### src/rtl/hazard_interlock_pkg.sv
// hazard_pkg: shared types and helpers for the pipeline hazard interlock.
//   sb_entry_t   - one scoreboard entry {valid, dest, is_load}
//   XZR          - register 31, the zero register, never a hazard source
//   ilk_state_t  - interlock FSM states {RUN, STALL1, STALL2}
//   SB_EMPTY     - the invalid (bubble) entry; its dest reads back as XZR
package hazard_pkg;

  localparam logic [4:0] XZR = 5'd31;

  typedef struct packed {
    logic       valid;
    logic [4:0] dest;
    logic       is_load;
  } sb_entry_t;

  typedef enum logic [1:0] {
    RUN    = 2'd0,
    STALL1 = 2'd1,
    STALL2 = 2'd2
  } ilk_state_t;

  localparam sb_entry_t SB_EMPTY = '{valid: 1'b0, dest: XZR, is_load: 1'b0};

  // Writes to XZR are discarded by the register file, so they never
  // become a tracked producer.
  function automatic sb_entry_t make_entry(input logic [4:0] dest,
                                           input logic       reg_write,
                                           input logic       is_load);
    sb_entry_t e;
    e.valid   = reg_write && (dest != XZR);
    e.dest    = dest;
    e.is_load = is_load;
    return e;
  endfunction

  // Destination number seen by the forwarding controller.
  function automatic logic [4:0] entry_dest(input sb_entry_t e);
    return e.valid ? e.dest : XZR;
  endfunction

  // True when a source that is actually read matches a live producer.
  function automatic logic src_hit(input logic       used,
                                   input logic [4:0] src,
                                   input sb_entry_t  e);
    return used && (src != XZR) && e.valid && (e.dest == src);
  endfunction

endpackage

### src/rtl/hazard_interlock_if.sv
// hazard_interlock_if: decode-side request bundle and interlock responses.
//   master modport - pipeline side: drives decode/EX/memory status,
//                    receives enables, bubble/flush/freeze, stage dests
//                    and performance counters.
//   slave modport  - the interlock itself (mirror of master).
interface hazard_interlock_if;

  logic [4:0]  ReadRegister1_ID;
  logic [4:0]  ReadRegister2_ID;
  logic        use_rn_ID;
  logic        use_rm_ID;
  logic        cbz_ID;
  logic [4:0]  WriteRegister_ID;
  logic        reg_write_ID;
  logic        mem_read_ID;
  logic        branch_taken_EX;
  logic        mem_busy;

  logic        pc_en;
  logic        ifid_en;
  logic        idex_bubble;
  logic        ifid_flush;
  logic        freeze;
  logic [4:0]  WriteRegister_EX;
  logic [4:0]  WriteRegister_MEM;
  logic [4:0]  WriteRegister_WB;
  logic [31:0] stall_cycles;
  logic [31:0] flush_count;

  modport master (
    output ReadRegister1_ID, ReadRegister2_ID, use_rn_ID, use_rm_ID, cbz_ID,
           WriteRegister_ID, reg_write_ID, mem_read_ID, branch_taken_EX,
           mem_busy,
    input  pc_en, ifid_en, idex_bubble, ifid_flush, freeze,
           WriteRegister_EX, WriteRegister_MEM, WriteRegister_WB,
           stall_cycles, flush_count
  );

  modport slave (
    input  ReadRegister1_ID, ReadRegister2_ID, use_rn_ID, use_rm_ID, cbz_ID,
           WriteRegister_ID, reg_write_ID, mem_read_ID, branch_taken_EX,
           mem_busy,
    output pc_en, ifid_en, idex_bubble, ifid_flush, freeze,
           WriteRegister_EX, WriteRegister_MEM, WriteRegister_WB,
           stall_cycles, flush_count
  );

endinterface

### src/rtl/hazard_interlock_sb_stage.sv
// sb_stage: one scoreboard entry register.
//   clk, reset_n - clock and synchronous active-low reset (clears to empty)
//   hold         - keep the current entry (pipeline frozen)
//   bubble       - load an empty entry instead of d
//   d, q         - incoming and stored entry
module sb_stage
  import hazard_pkg::*;
(
  input  logic      clk,
  input  logic      reset_n,
  input  logic      hold,
  input  logic      bubble,
  input  sb_entry_t d,
  output sb_entry_t q
);

  // Hold has priority over bubble so a frozen pipeline never loses a producer.
  always_ff @(posedge clk) begin
    if (!reset_n) begin
      q <= SB_EMPTY;
    end else if (!hold) begin
      q <= bubble ? SB_EMPTY : d;
    end
  end

endmodule

### src/rtl/hazard_interlock.sv
// hazard_interlock: stall/flush/freeze interlock and destination scoreboard
// for the 5-stage pipeline.
//   clk, reset_n - clock, synchronous active-low reset
//   bus (slave)  - decode sources/dest, branch_taken_EX, mem_busy in;
//                  pc_en, ifid_en, idex_bubble, ifid_flush, freeze,
//                  WriteRegister_EX/MEM/WB, stall_cycles, flush_count out
// Optional build macro HAZARD_PERF_CNT_EN adds the stall/flush counters;
// without it both counter outputs are tied to zero.
module hazard_interlock
  import hazard_pkg::*;
(
  input  logic clk,
  input  logic reset_n,
  hazard_interlock_if.slave bus
);

  sb_entry_t  id_entry, ex_q, mem_q, wb_q;
  ilk_state_t state_q, state_d, cycle_state;

  logic load_use, cbz_load_ex, cbz_load_mem;
  logic stall_now, flush_now, freeze_now;
  logic pc_en, ifid_en, idex_bubble, ifid_flush;
  logic unused_wb_load;

  // The WB entry only feeds the forwarding destination; its load flag is
  // carried for uniformity of the stage register.
  assign unused_wb_load = wb_q.is_load;

  assign id_entry = make_entry(bus.WriteRegister_ID, bus.reg_write_ID,
                               bus.mem_read_ID);

  // CBZ reads its operand in decode, so an ALU producer in EX is covered by
  // forwarding; only load producers in EX or MEM force a wait.
  always_comb begin
    load_use     = ex_q.is_load &&
                   (src_hit(bus.use_rn_ID, bus.ReadRegister1_ID, ex_q) ||
                    src_hit(bus.use_rm_ID, bus.ReadRegister2_ID, ex_q));
    cbz_load_ex  = ex_q.is_load &&
                   src_hit(bus.cbz_ID, bus.ReadRegister2_ID, ex_q);
    cbz_load_mem = mem_q.is_load &&
                   src_hit(bus.cbz_ID, bus.ReadRegister2_ID, mem_q);
  end

  // cycle_state is the state the interlock occupies in this cycle: a hazard
  // seen in RUN takes effect immediately so the dependent instruction is
  // held in decode on the very cycle it is detected.  STALL2 always yields
  // to STALL1 for the second cycle of a CBZ-on-load wait.
  always_comb begin
    cycle_state = RUN;
    case (state_q)
      STALL2: cycle_state = STALL1;
      default: begin
        if (cbz_load_ex) begin
          cycle_state = STALL2;
        end else if (load_use || cbz_load_mem) begin
          cycle_state = STALL1;
        end
      end
    endcase
  end

  // Output decode and next state, in priority order reset > freeze >
  // flush > stall.  A taken branch discards the stalled instruction, so the
  // pending stall is dropped rather than deferred.
  always_comb begin
    pc_en       = 1'b1;
    ifid_en     = 1'b1;
    idex_bubble = 1'b0;
    ifid_flush  = 1'b0;
    freeze_now  = 1'b0;
    stall_now   = 1'b0;
    flush_now   = 1'b0;
    state_d     = cycle_state;
    if (!reset_n) begin
      pc_en       = 1'b0;
      ifid_en     = 1'b0;
      idex_bubble = 1'b1;
      state_d     = RUN;
    end else if (bus.mem_busy) begin
      pc_en      = 1'b0;
      ifid_en    = 1'b0;
      freeze_now = 1'b1;
      state_d    = state_q;
    end else if (bus.branch_taken_EX) begin
      ifid_flush  = 1'b1;
      idex_bubble = 1'b1;
      flush_now   = 1'b1;
      state_d     = RUN;
    end else if (cycle_state != RUN) begin
      pc_en       = 1'b0;
      ifid_en     = 1'b0;
      idex_bubble = 1'b1;
      stall_now   = 1'b1;
    end
  end

  // FSM state register.
  always_ff @(posedge clk) begin
    if (!reset_n) begin
      state_q <= RUN;
    end else begin
      state_q <= state_d;
    end
  end

  // Scoreboard: EX takes the decode entry or a bubble, MEM and WB shift.
  sb_stage u_sb_ex (
    .clk     (clk),
    .reset_n (reset_n),
    .hold    (freeze_now),
    .bubble  (stall_now || flush_now),
    .d       (id_entry),
    .q       (ex_q)
  );

  sb_stage u_sb_mem (
    .clk     (clk),
    .reset_n (reset_n),
    .hold    (freeze_now),
    .bubble  (1'b0),
    .d       (ex_q),
    .q       (mem_q)
  );

  sb_stage u_sb_wb (
    .clk     (clk),
    .reset_n (reset_n),
    .hold    (freeze_now),
    .bubble  (1'b0),
    .d       (mem_q),
    .q       (wb_q)
  );

  assign bus.pc_en             = pc_en;
  assign bus.ifid_en           = ifid_en;
  assign bus.idex_bubble       = idex_bubble;
  assign bus.ifid_flush        = ifid_flush;
  assign bus.freeze            = freeze_now;
  assign bus.WriteRegister_EX  = entry_dest(ex_q);
  assign bus.WriteRegister_MEM = entry_dest(mem_q);
  assign bus.WriteRegister_WB  = entry_dest(wb_q);

`ifdef HAZARD_PERF_CNT_EN
  logic [31:0] stall_cnt, flush_cnt;

  // Counters wrap naturally; frozen cycles are not counted as stalls.
  always_ff @(posedge clk) begin
    if (!reset_n) begin
      stall_cnt <= 32'd0;
      flush_cnt <= 32'd0;
    end else begin
      if (stall_now) begin
        stall_cnt <= stall_cnt + 32'd1;
      end
      if (flush_now) begin
        flush_cnt <= flush_cnt + 32'd1;
      end
    end
  end

  assign bus.stall_cycles = stall_cnt;
  assign bus.flush_count  = flush_cnt;
`else
  assign bus.stall_cycles = 32'd0;
  assign bus.flush_count  = 32'd0;
`endif

endmodule
### src/flat_wrapper.sv
// flat-port wrapper written by rule: the top's interface ports become plain ports
module hazard_interlock_flat import hazard_pkg::*;
  (clk, reset_n, bus_ReadRegister1_ID, bus_ReadRegister2_ID, bus_use_rn_ID, bus_use_rm_ID, bus_cbz_ID, bus_WriteRegister_ID, bus_reg_write_ID, bus_mem_read_ID, bus_branch_taken_EX, bus_mem_busy, bus_pc_en, bus_ifid_en, bus_idex_bubble, bus_ifid_flush, bus_freeze, bus_WriteRegister_EX, bus_WriteRegister_MEM, bus_WriteRegister_WB, bus_stall_cycles, bus_flush_count);
  hazard_interlock_if bus_i ();
  input  logic clk;
  input  logic reset_n;
  input wire logic [$bits(bus_i.ReadRegister1_ID)-1:0] bus_ReadRegister1_ID;
  input wire logic [$bits(bus_i.ReadRegister2_ID)-1:0] bus_ReadRegister2_ID;
  input wire logic [$bits(bus_i.use_rn_ID)-1:0] bus_use_rn_ID;
  input wire logic [$bits(bus_i.use_rm_ID)-1:0] bus_use_rm_ID;
  input wire logic [$bits(bus_i.cbz_ID)-1:0] bus_cbz_ID;
  input wire logic [$bits(bus_i.WriteRegister_ID)-1:0] bus_WriteRegister_ID;
  input wire logic [$bits(bus_i.reg_write_ID)-1:0] bus_reg_write_ID;
  input wire logic [$bits(bus_i.mem_read_ID)-1:0] bus_mem_read_ID;
  input wire logic [$bits(bus_i.branch_taken_EX)-1:0] bus_branch_taken_EX;
  input wire logic [$bits(bus_i.mem_busy)-1:0] bus_mem_busy;
  output wire logic [$bits(bus_i.pc_en)-1:0] bus_pc_en;
  output wire logic [$bits(bus_i.ifid_en)-1:0] bus_ifid_en;
  output wire logic [$bits(bus_i.idex_bubble)-1:0] bus_idex_bubble;
  output wire logic [$bits(bus_i.ifid_flush)-1:0] bus_ifid_flush;
  output wire logic [$bits(bus_i.freeze)-1:0] bus_freeze;
  output wire logic [$bits(bus_i.WriteRegister_EX)-1:0] bus_WriteRegister_EX;
  output wire logic [$bits(bus_i.WriteRegister_MEM)-1:0] bus_WriteRegister_MEM;
  output wire logic [$bits(bus_i.WriteRegister_WB)-1:0] bus_WriteRegister_WB;
  output wire logic [$bits(bus_i.stall_cycles)-1:0] bus_stall_cycles;
  output wire logic [$bits(bus_i.flush_count)-1:0] bus_flush_count;
  assign bus_i.ReadRegister1_ID = bus_ReadRegister1_ID;
  assign bus_i.ReadRegister2_ID = bus_ReadRegister2_ID;
  assign bus_i.use_rn_ID = bus_use_rn_ID;
  assign bus_i.use_rm_ID = bus_use_rm_ID;
  assign bus_i.cbz_ID = bus_cbz_ID;
  assign bus_i.WriteRegister_ID = bus_WriteRegister_ID;
  assign bus_i.reg_write_ID = bus_reg_write_ID;
  assign bus_i.mem_read_ID = bus_mem_read_ID;
  assign bus_i.branch_taken_EX = bus_branch_taken_EX;
  assign bus_i.mem_busy = bus_mem_busy;
  assign bus_pc_en = bus_i.pc_en;
  assign bus_ifid_en = bus_i.ifid_en;
  assign bus_idex_bubble = bus_i.idex_bubble;
  assign bus_ifid_flush = bus_i.ifid_flush;
  assign bus_freeze = bus_i.freeze;
  assign bus_WriteRegister_EX = bus_i.WriteRegister_EX;
  assign bus_WriteRegister_MEM = bus_i.WriteRegister_MEM;
  assign bus_WriteRegister_WB = bus_i.WriteRegister_WB;
  assign bus_stall_cycles = bus_i.stall_cycles;
  assign bus_flush_count = bus_i.flush_count;
  hazard_interlock u_core (.clk(clk), .reset_n(reset_n), .bus(bus_i));
endmodule
### config.mk
export PLATFORM = sky130hd
export DESIGN_NAME = hazard_interlock_flat
export DESIGN_NICKNAME = d
export VERILOG_FILES = /design/src/rtl/hazard_interlock_pkg.sv /design/src/rtl/hazard_interlock_if.sv /design/src/rtl/hazard_interlock_sb_stage.sv /design/src/rtl/hazard_interlock.sv /design/src/flat_wrapper.sv
export SDC_FILE = /design/constraint.sdc
export NUM_CORES = 1
export LEC_CHECK = 0
export CORE_MARGIN = 2
export CORE_UTILIZATION = 38
export DETAILED_ROUTE_END_ITERATION = 10
export HOLD_SLACK_MARGIN = 0.08
export PLACE_DENSITY_LB_ADDON = 0.2
export SLEW_MARGIN = 20
export SYNTH_ARGS = -nofsm -noshare
export SYNTH_HDL_FRONTEND = slang
export SYNTH_HIERARCHICAL = 1
export SYNTH_SLANG_ARGS = --single-unit
### constraint.sdc
create_clock -name clk -period 2.2 [get_ports clk]
set_input_delay 0.44 -clock clk [delete_from_list [all_inputs] [get_ports clk]]
set_output_delay 0.44 -clock clk [all_outputs]
set_load 0.02 [all_outputs]
==> After elaboration in Yosys (flattened, before gate mapping) <==
Index checks and enable logic that the tools add are counted.
{ "totals": {"ff_bits": 22, "input_bits": 24, "output_inout_bits": 84} }
{ "classes": {"eq_ne": 7, "muxes": 24, "reduce_logical": 19} }
{ "op_table": {"columns": ["operator", "n"], "rows": [
  ["2-to-1 mux 1 bit", 17],
  ["equality test 5 bit", 3],
  ["logical AND 1 bit", 15],
  ["2-to-1 mux 5 bit", 3],
  ["!= test 5 bit (second input constant)", 3],
  ["2-to-1 mux 7 bit", 1],
  ["2-to-1 mux 2 bit", 3],
  ["logical OR 1 bit", 3],
  ["equality test 2 bit (second input constant)", 1],
  ["nonzero test 2 bit", 1]
]} }

==> Longest topological paths before layout <==
Gate-level depths: netlist of the first run.
{ "depth": {"word_depth": 17, "mapped_depth": 7, "ltp_nobuf": 7} }

==> Hierarchy <==
Netlist of the first run, hierarchy kept.
{ "modules_own_cells": {"columns": ["module", "n_inst", "cells_each", "area_per_inst_um2", "seq_area_each_um2"], "rows": [
  ["hazard_interlock", 1, 133, 972.2, 40.0],
  ["sb_stage", 3, 29, 265.3, 140.1]
]} }

==> Worst setup path after synthesis of the first run <==
No wires, ideal clock.
{ "synth_path": {"path_type": "input port to output port", "startpoint": "input port bus_ReadRegister2_ID[4]", "endpoint": "output port bus_pc_en", "t_arrival_ns": 1.786, "slack_ns": -0.026, "stages": 5, "n_path_buf": 1, "path_cell_list": "nand4_1 -> o21a_1 -> a2111o_1 -> o21bai_1 -> buf_4"} }
{ "synth_between": {"elab_chain_cells": 15, "elab_cells_between_ends": 24, "classes_between": "eq/ne: 3; mux: 7; reduce/logical: 14"} }
{ "synth_rtl": {"columns": ["element", "line", "rtl"], "rows": [
  ["start, declared", "flat_wrapper.sv:8", "input wire logic [$bits(bus_i.ReadRegister2_ID)-1:0] bus_ReadRegister2_ID;"],
  ["!= test 5 bit", "hazard_interlock_pkg.sv:45", "return used && (src != XZR) && e.valid && (e.dest == src);"],
  ["logical AND 1 bit (3 in a row)", "hazard_interlock_pkg.sv:45", null],
  ["logical OR 1 bit", "hazard_interlock.sv:36", "(src_hit(bus.use_rn_ID, bus.ReadRegister1_ID, ex_q) ||"],
  ["logical AND 1 bit", "hazard_interlock.sv:35", "load_use = ex_q.is_load &&"],
  ["logical OR 1 bit", "hazard_interlock.sv:55", "end else if (load_use || cbz_load_mem) begin"],
  ["2-to-1 mux 1 bit", "hazard_interlock.sv:55", null],
  ["2-to-1 mux 2 bit (*)", "hazard_interlock.sv:53", "if (cbz_load_ex) begin"],
  ["2-to-1 mux 2 bit (*)", "hazard_interlock.sv:50", "case (state_q)"],
  ["nonzero test 2 bit (*)", "hazard_interlock.sv:89", "end else if (cycle_state != RUN) begin"],
  ["2-to-1 mux 1 bit (*) (4 in a row)", null, null],
  ["end, declared", "flat_wrapper.sv:17", "output wire logic [$bits(bus_i.pc_en)-1:0] bus_pc_en;"]
]} }
Every way passes the cells marked *; elsewhere a longest branch is shown, timed or not.

==> Worst setup path in the final report of the first run <==
{ "layout_path": {"startpoint": "input port bus_ReadRegister2_ID[3]", "endpoint": "output port bus_ifid_en"} }
{ "layout_between": {"elab_chain_cells": 15, "elab_cells_between_ends": 24, "classes_between": "eq/ne: 3; mux: 7; reduce/logical: 14"} }
{ "layout_rtl": {"columns": ["element", "line", "rtl"], "rows": [
  ["!= test 5 bit", "hazard_interlock_pkg.sv:45", null],
  ["logical AND 1 bit (3 in a row)", "hazard_interlock_pkg.sv:45", null],
  ["logical OR 1 bit", "hazard_interlock.sv:36", null],
  ["logical AND 1 bit", "hazard_interlock.sv:35", null],
  ["logical OR 1 bit", "hazard_interlock.sv:55", null],
  ["2-to-1 mux 1 bit", "hazard_interlock.sv:55", null],
  ["2-to-1 mux 2 bit (*)", "hazard_interlock.sv:53", null],
  ["2-to-1 mux 2 bit (*)", "hazard_interlock.sv:50", null],
  ["nonzero test 2 bit (*)", "hazard_interlock.sv:89", null],
  ["2-to-1 mux 1 bit (*)", "hazard_interlock.sv:89", null],
  ["2-to-1 mux 1 bit (*)", "hazard_interlock.sv:84", "end else if (bus.branch_taken_EX) begin"],
  ["2-to-1 mux 1 bit (*)", "hazard_interlock.sv:79", "end else if (bus.mem_busy) begin"],
  ["2-to-1 mux 1 bit (*)", "hazard_interlock.sv:74", "if (!reset_n) begin"],
  ["end, declared", "flat_wrapper.sv:18", "output wire logic [$bits(bus_i.ifid_en)-1:0] bus_ifid_en;"]
]} }
Marks and branches as above.

==> results of run 1 <==
[layer usage]
layer,vias to the layer above,global-route usage [%]
met1,672,20.7
met2,69,24.4
li1,771,-
met4,0,4.61
met3,5,2.53
met5,-,0
[worst max-delay path, delay by kind of cell]
kind / cells / cell delay (ps)
buf+inv: 4 / 490
compound gates: 2 / 630
simple gates: 2 / 230
xor+xnor: 1 / 120
[power groups by stage]
stage | Sequential, mW | Clock (mW) | Combinational [mW]
floorplan | 0.433 | 0 | 0.269
global placement | 0.434 | 0 | 0.292
detailed placement | 0.434 | 0 | 0.292
CTS | 0.424 | 0.308 | 0.312
global route | 0.428 | 0.327 | 0.353
finish | 0.426 | 0.295 | 0.330
[area by class of cell]
| class | instances | share of cell area [%] |
|---|---|---|
| flip-flops and latches | 22 | 18.4 |
| multi-input cells | 201 | 48.1 |
| inverters | 1 | 0.153 |
| clock buffers | 4 | 2.25 |
| well taps | 52 | 2.65 |
| repair buffers | 79 | 28.4 |
[flip-flops by register name, indices dropped and copies added, names as in the netlist]
name               count
u_core/state_q         2
u_core/u_sb_ex/q       7
u_core/u_sb_mem/q      7
u_core/u_sb_wb/q       6
[placed cells by master, fill, tap and decap left out, types with 2 or more instances in the layout]
master / instances
xnor2_2: 7
buf_6: 9
nand3_2: 2
dfxtp_2: 5
dfxtp_1: 16
nor2_1: 2
nand3_1: 8
o31ai_1: 5
o21a_1: 2
nor3_1: 15
clkdlybuf4s50_1: 26
nand4_1: 4
dlygate4sd2_1: 8
nor2b_1: 16
nor2_2: 2
nand2_1: 6
clkbuf_8: 4
buf_4: 34
and2_1: 3
xnor2_1: 6
o21ai_1: 3
nand2b_1: 16
conb_1: 77
o21ai_0: 12
[what timing repair did]
action                                  4_1_cts  5_1_grt
resized for setup                            68       18
cloned                                        0        0
endpoints found under the setup margin       12        7
pin swaps                                    14       14
setup buffers                                 5        6
[path summary, 6_finish.rpt]
| kind | start | to | slack, ps | depth (start not counted) |
|---|---|---|---|---|
| hold reg to reg | u_core/u_sb_mem/q[0]$_SDFFE_PN0N_ | u_core/u_sb_mem/q[0]$_SDFFE_PN0N_ | 470 | 2 |
| hold / removal | u_core/u_sb_mem/q[0]$_SDFFE_PN0N_ | u_core/u_sb_mem/q[0]$_SDFFE_PN0N_ | 470 | 2 |
| setup reg to reg | u_core/u_sb_ex/q[5]$_SDFFE_PN1N_ | u_core/u_sb_ex/q[1]$_SDFFE_PN1N_ | 160 | 11 |
| setup / recovery | bus_ReadRegister2_ID[3] | bus_ifid_en | -140 | 9 |
[through the flow]
stage               setup TNS [ps]  cell area [um2]  utilization [%]  total power, mW
floorplan                        0             2020                -            0.701
global placement             -6380             2190             49.9            0.726
detailed placement           -6210             2190             49.9            0.726
CTS                           -256             2360             53.9             1.04
global route                  -594             2450             55.9             1.11
finish                        -392             2450             55.9             1.05
==> results by group, run 1 <==
Setup path
  – Crit-path most repeated cell: buf_6
  – Critical-path cell list: buf_6 > buf_6 > xnor2_2 > nand4_1 > nor3_4 > buf_4 > a2111o_1 > o21bai_2 > buf_6
  – CP required: 1760 ps
  – CP Launch Type: primary input
  – CP max-delay cell: a2111o_1
  – Crit Path Category: in -> out
  – Max incr delay on CP: 420 ps
  – CP endpoint kind: output port
  – Crit path DAT: 1900 ps
  – Crit-path max FO: 2

Global route
  – Global-route wire length before repair: 6.13 mm
  – Largest net degree at the start of global routing: 42
  – Initial antenna violation count: 0
  – Vias in the first global route: 1338
  – Gr usage total: 15.1%
  – Grt ovf: 0

Final layout
  – Multi-input logic area: 1180 um2
  – Storage cell area: 450 um2
  – Diodes inserted: 0
  – Non-Filler Instances: 359
  – Final #Nets: 332
  – Share of post-route cells with drive strength above 1: 24.4%
  – # fillers: 418
  – Syn-to-layout area delta: 41.5%

Timing
  – Fmax: 0.427 GHz
  – Worst Slack Setup Final: -141 ps
  – Worst hold slack: 470 ps
  – Max-slew violations: 0
  – Crit share post-route: 106%
  – Skew final: 1.61 ps
  – Min Tclk post-route: 2340 ps
  – RSZ-0062 raised after global routing: true
  – Count of final setup violators: 3
  – Final hold vios: 0

Place
  – DP Cell Count: 345
  – PortBufs: 43
  – Post-detail-place hpwl: 2.87 mm
  – Gp weighted congestion: 0.821
  – Placement Setup Slack: -925 ps

Routing
  – Met2 wire length: 1.95 mm
  – Vias: 1517
  – Max layer used: met4
  – M1 wire length: 1.69 mm
  – Vias per inst: 4.23
  – WL met3: 263 um
  – Antenna Nets Post-Route: 0
  – Drt pass-1 iters: 5
  – DRC: 0
  – Number of DRC markers in iteration 0: 56
  – Final Routed Wirelength: 3.94 mm
  – Wirelength per Cell: 11.0 um

Clocking
  – Clk slew on worst S/H paths: 80 ps
  – Root Buffer: clkbuf_8
  – Max clock buf depth: 2
  – Num CTS Buffers: 3
  – Hold Buf Count CTS: 0
  – Clock net sink count: 22
  – Clk_lat worst skew: 260 ps
  – TritonCTS clock tree: built
  – H-Tree Level Count: 1

Pwr
  – Combinational Power Share: 31.4%
  – Switching pwr: 0.349 mW
  – Switching share of power: 33.3%
  – Clock power share: 28.1%
  – Reg power frac: 40.5%
  – Maximum vdd drop: 0.209 mV
  – Int Pwr: 0.701 mW
  – P_leak: 1.08 nW
  – Pwr Density: 428 nW/um2

Status
  – Failing checks: setup timing
  – Run status: finished with violations

Floorplanning
  – IO Count: 108
  – Starting Density: 39.5%
  – Width of the chip: 71.5 um
  – Cell row count: 24
  – Die height: 71.5 um
  – Core ar.: 4380 um2
  – DIE AREA: 5110 um2

Logic synthesis
  – Yosys Warn Count: 6
  – Syn Area/Cell: 8.02 um2
  – Syn Std Cell Area: 1730 um2
  – Post-Synthesis Cells: 216

Min path
  – Min-Delay Path Class: reg -> reg

Run
  – Number of max-cap violations: 0
Power figures use the tool's default switching activity.
==> run 2, diff against run 1 <==
--- a/config.mk
+++ b/config.mk
@@ -5,6 +5,7 @@
 export SDC_FILE = /design/constraint.sdc
 export NUM_CORES = 1
 export LEC_CHECK = 0
+export CAP_MARGIN = 20
 export CORE_MARGIN = 2
 export CORE_UTILIZATION = 38
 export DETAILED_ROUTE_END_ITERATION = 10
==> results of run 2 <==
Final layout, timing and power as in run 1 (identical DEF).
==> run 3, diff against run 2 <==
--- a/config.mk
+++ b/config.mk
@@ -10,7 +10,7 @@
 export CORE_UTILIZATION = 38
 export DETAILED_ROUTE_END_ITERATION = 10
 export HOLD_SLACK_MARGIN = 0.08
-export PLACE_DENSITY_LB_ADDON = 0.2
+export PLACE_DENSITY = 0.84
 export SLEW_MARGIN = 20
 export SYNTH_ARGS = -nofsm -noshare
 export SYNTH_HDL_FRONTEND = slang
==> results by group, run 3 (synthesis results as in run 1) <==
Setup path
  – CP required: 1760 ps (about the same)
  – Crit-path max FO: 2 (unchanged)
  – CP Launch Type: register
  – Crit path DAT: 1900 ps (about the same)
  – CP endpoint kind: output port
  – Crit path launch: u_core/u_sb_ex/q[1]$_SDFFE_PN1N_
  – Reg-to-Reg Start: u_core/u_sb_ex/q[1]$_SDFFE_PN1N_
  – Crit Path Category: reg -> out

Routing
  – M1 wire length: 1.68 mm (-0.77%)
  – Final Routed Wirelength: 4.05 mm (+2.6%)
  – Number of DRC markers in iteration 0: 73 (+30%)
  – DRC: 0 (unchanged)
  – WL met3: 255 um (-3.0%)
  – Wirelength per Cell: 11.4 um (+3.5%)
  – Max layer used: met4
  – Met2 wire length: 2.03 mm (+3.9%)
  – Vias per inst: 4.26 (+0.84%)
  – Vias: 1517 (unchanged)
  – Antenna Nets Post-Route: 0 (unchanged)
  – Drt pass-1 iters: 4 (-1)

Final layout
  – Post-route cell area: 2410 um2 (-1.8%)
  – Final #Nets: 329 (-0.90%)
  – Most frequent cells in the layout: 77 x conb_1, 31 x buf_4, 27 x clkdlybuf4s50_1, 17 x dfxtp_1, 16 x nor2b_1
  – Most common cell after layout, fill and taps aside: conb_1
  – Non-Filler Instances: 356 (-0.84%)
  – Syn-to-layout area delta: 39.0%
  – Share of post-route cells with drive strength above 1: 23.0% (-1.4 points)
  – Biggest regs: u_core/u_sb_ex/q (7), u_core/u_sb_mem/q (7), u_core/u_sb_wb/q (6)
  – Diodes inserted: 0 (unchanged)

Place
  – Placement-stage cell area: 2200 um2 (+0.69%)
  – Post-detail-place hpwl: 3.03 mm (+5.3%)
  – Gp weighted congestion: 0.879 (+7.0%)
  – DP Cell Count: 347 (+0.58%)
  – PortBufs: 43 (unchanged)

Min path
  – Min-Delay Path Class: reg -> reg
  – Min-delay src: u_core/u_sb_mem/q[0]$_SDFFE_PN0N_

Timing
  – RSZ-0062 raised after global routing: true
  – Min Tclk post-route: 2340 ps (+2.21 ps)
  – Skew final: 1.84 ps (+0.230 ps)
  – Worst Slack Setup Final: -143 ps (-2.21 ps)
  – Final hold vios: 0 (unchanged)
  – Fmax: 0.427 GHz (about the same)
  – Count of final setup violators: 3 (unchanged)
  – Max-slew violations: 0 (unchanged)
  – Crit share post-route: 107% (about the same)

Pwr
  – Reg power frac: 40.0% (-0.5 points)
  – P_leak: 1.04 nW (-4.2%)
  – Combinational Power Share: 31.2% (-0.2 points)
  – Switching share of power: 33.9% (+0.58 points)
  – Int Pwr: 0.699 mW (-0.18%)
  – Switching pwr: 0.358 mW (+2.5%)
  – Pwr Density: 439 nW/um2 (+2.5%)
  – Maximum vdd drop: 0.216 mV (+3.4%)
  – Clock power share: 28.8% (+0.7 points)

Global route
  – Grt ovf: 0 (unchanged)
  – Largest net degree at the start of global routing: 41 (-2.4%)
  – Vias in the first global route: 1302 (-2.7%)
  – Initial antenna violation count: 0 (unchanged)
  – Global-route wire length before repair: 6.25 mm (+2.0%)
  – Gr usage total: 15.5% (+0.42 points)

Clocking
  – TritonCTS clock tree: built
  – H-Tree Level Count: 1 (unchanged)
  – Num CTS Buffers: 3 (unchanged)
  – Hold Buf Count CTS: 0 (unchanged)
  – Clk slew on worst S/H paths: 80 ps (about the same)
  – Clock net sink count: 22 (unchanged)
  – Max clock buf depth: 2 (unchanged)
  – Root Buffer: clkbuf_8
  – Clk_lat worst skew: 270 ps (about the same)

Status
  – Run status: finished with violations
  – Failing checks: setup timing

Floorplanning
  – Starting Density: 39.5% (unchanged)
  – Width of the chip: 71.5 um (unchanged)
  – DIE AREA: 5110 um2 (unchanged)
  – IO Count: 108 (unchanged)
  – Die height: 71.5 um (unchanged)
  – Core ar.: 4380 um2 (unchanged)
  – Cell row count: 24 (unchanged)

Run
  – Number of max-cap violations: 0 (unchanged)
==> run 3: worst max-delay path: stages, from the launching register on <==
cell and delay, ps:
dfxtp_2 340, buf_4 130, xnor2_1 140, nand3_1 140, nor4_4 330, a2111oi_2 90
buf_4 160, a31oi_4 180, buf_6 140
==> run 3: layer usage <==
| layer | vias up | global-route usage [%] |
|---|---|---|
| li1 | 766 | - |
| met4 | 0 | 8.81 |
| met3 | 6 | 2.67 |
| met2 | 71 | 24.6 |
| met5 | - | 0 |
| met1 | 674 | 20.0 |
==> run 3: final cells by class <==
type	instances	area [um2]
timing repair buffer	76	664
tap	52	65.1
sequential	22	447
clock buffer	4	55.1
inverter	1	3.75
fill	435	1980
multi-input combinational	201	1170
==> run 3: repair_timing <==
item | in CTS | in global routing
setup endpoints to repair | 12 | 6
pin swaps | 17 | 7
gates resized for setup | 69 | 10
setup buffers | 5 | 0
endpoints found under the hold margin | 0 | 0
==> run 3: path summary, 6_finish.rpt <==
path,depth (start not counted),to,slack [ps]
hold reg to reg,2,u_core/u_sb_mem/q[0]$_SDFFE_PN0N_,470
hold / removal,2,u_core/u_sb_mem/q[0]$_SDFFE_PN0N_,470
setup reg to reg,11,u_core/u_sb_ex/q[4]$_SDFFE_PN1N_,160
setup / recovery,8,bus_idex_bubble,-140
==> run 3: stage by stage <==
stage               hold WS (ps)  util [%]  total power [mW]  setup WS [ps]  TNS [ps]
finish                       472      54.9              1.06           -143      -232
global route                 494      54.9              1.11           -222      -460
CTS                          473      53.9              1.05          -80.9      -173
detailed placement           461      50.3             0.730           -916     -6460
global placement             446      50.3             0.724           -871     -5870
floorplan                    435         -             0.701            111         0
==> run 3: power groups by stage <==
| stage | Clock [mW] | Sequential (mW) | Combinational [mW] |
|---|---|---|---|
| after floorplan | 0 | 0.433 | 0.269 |
| after global placement | 0 | 0.430 | 0.294 |
| after detailed placement | 0 | 0.431 | 0.299 |
| after CTS | 0.309 | 0.422 | 0.317 |
| after global routing | 0.327 | 0.425 | 0.356 |
| final | 0.305 | 0.423 | 0.330 |
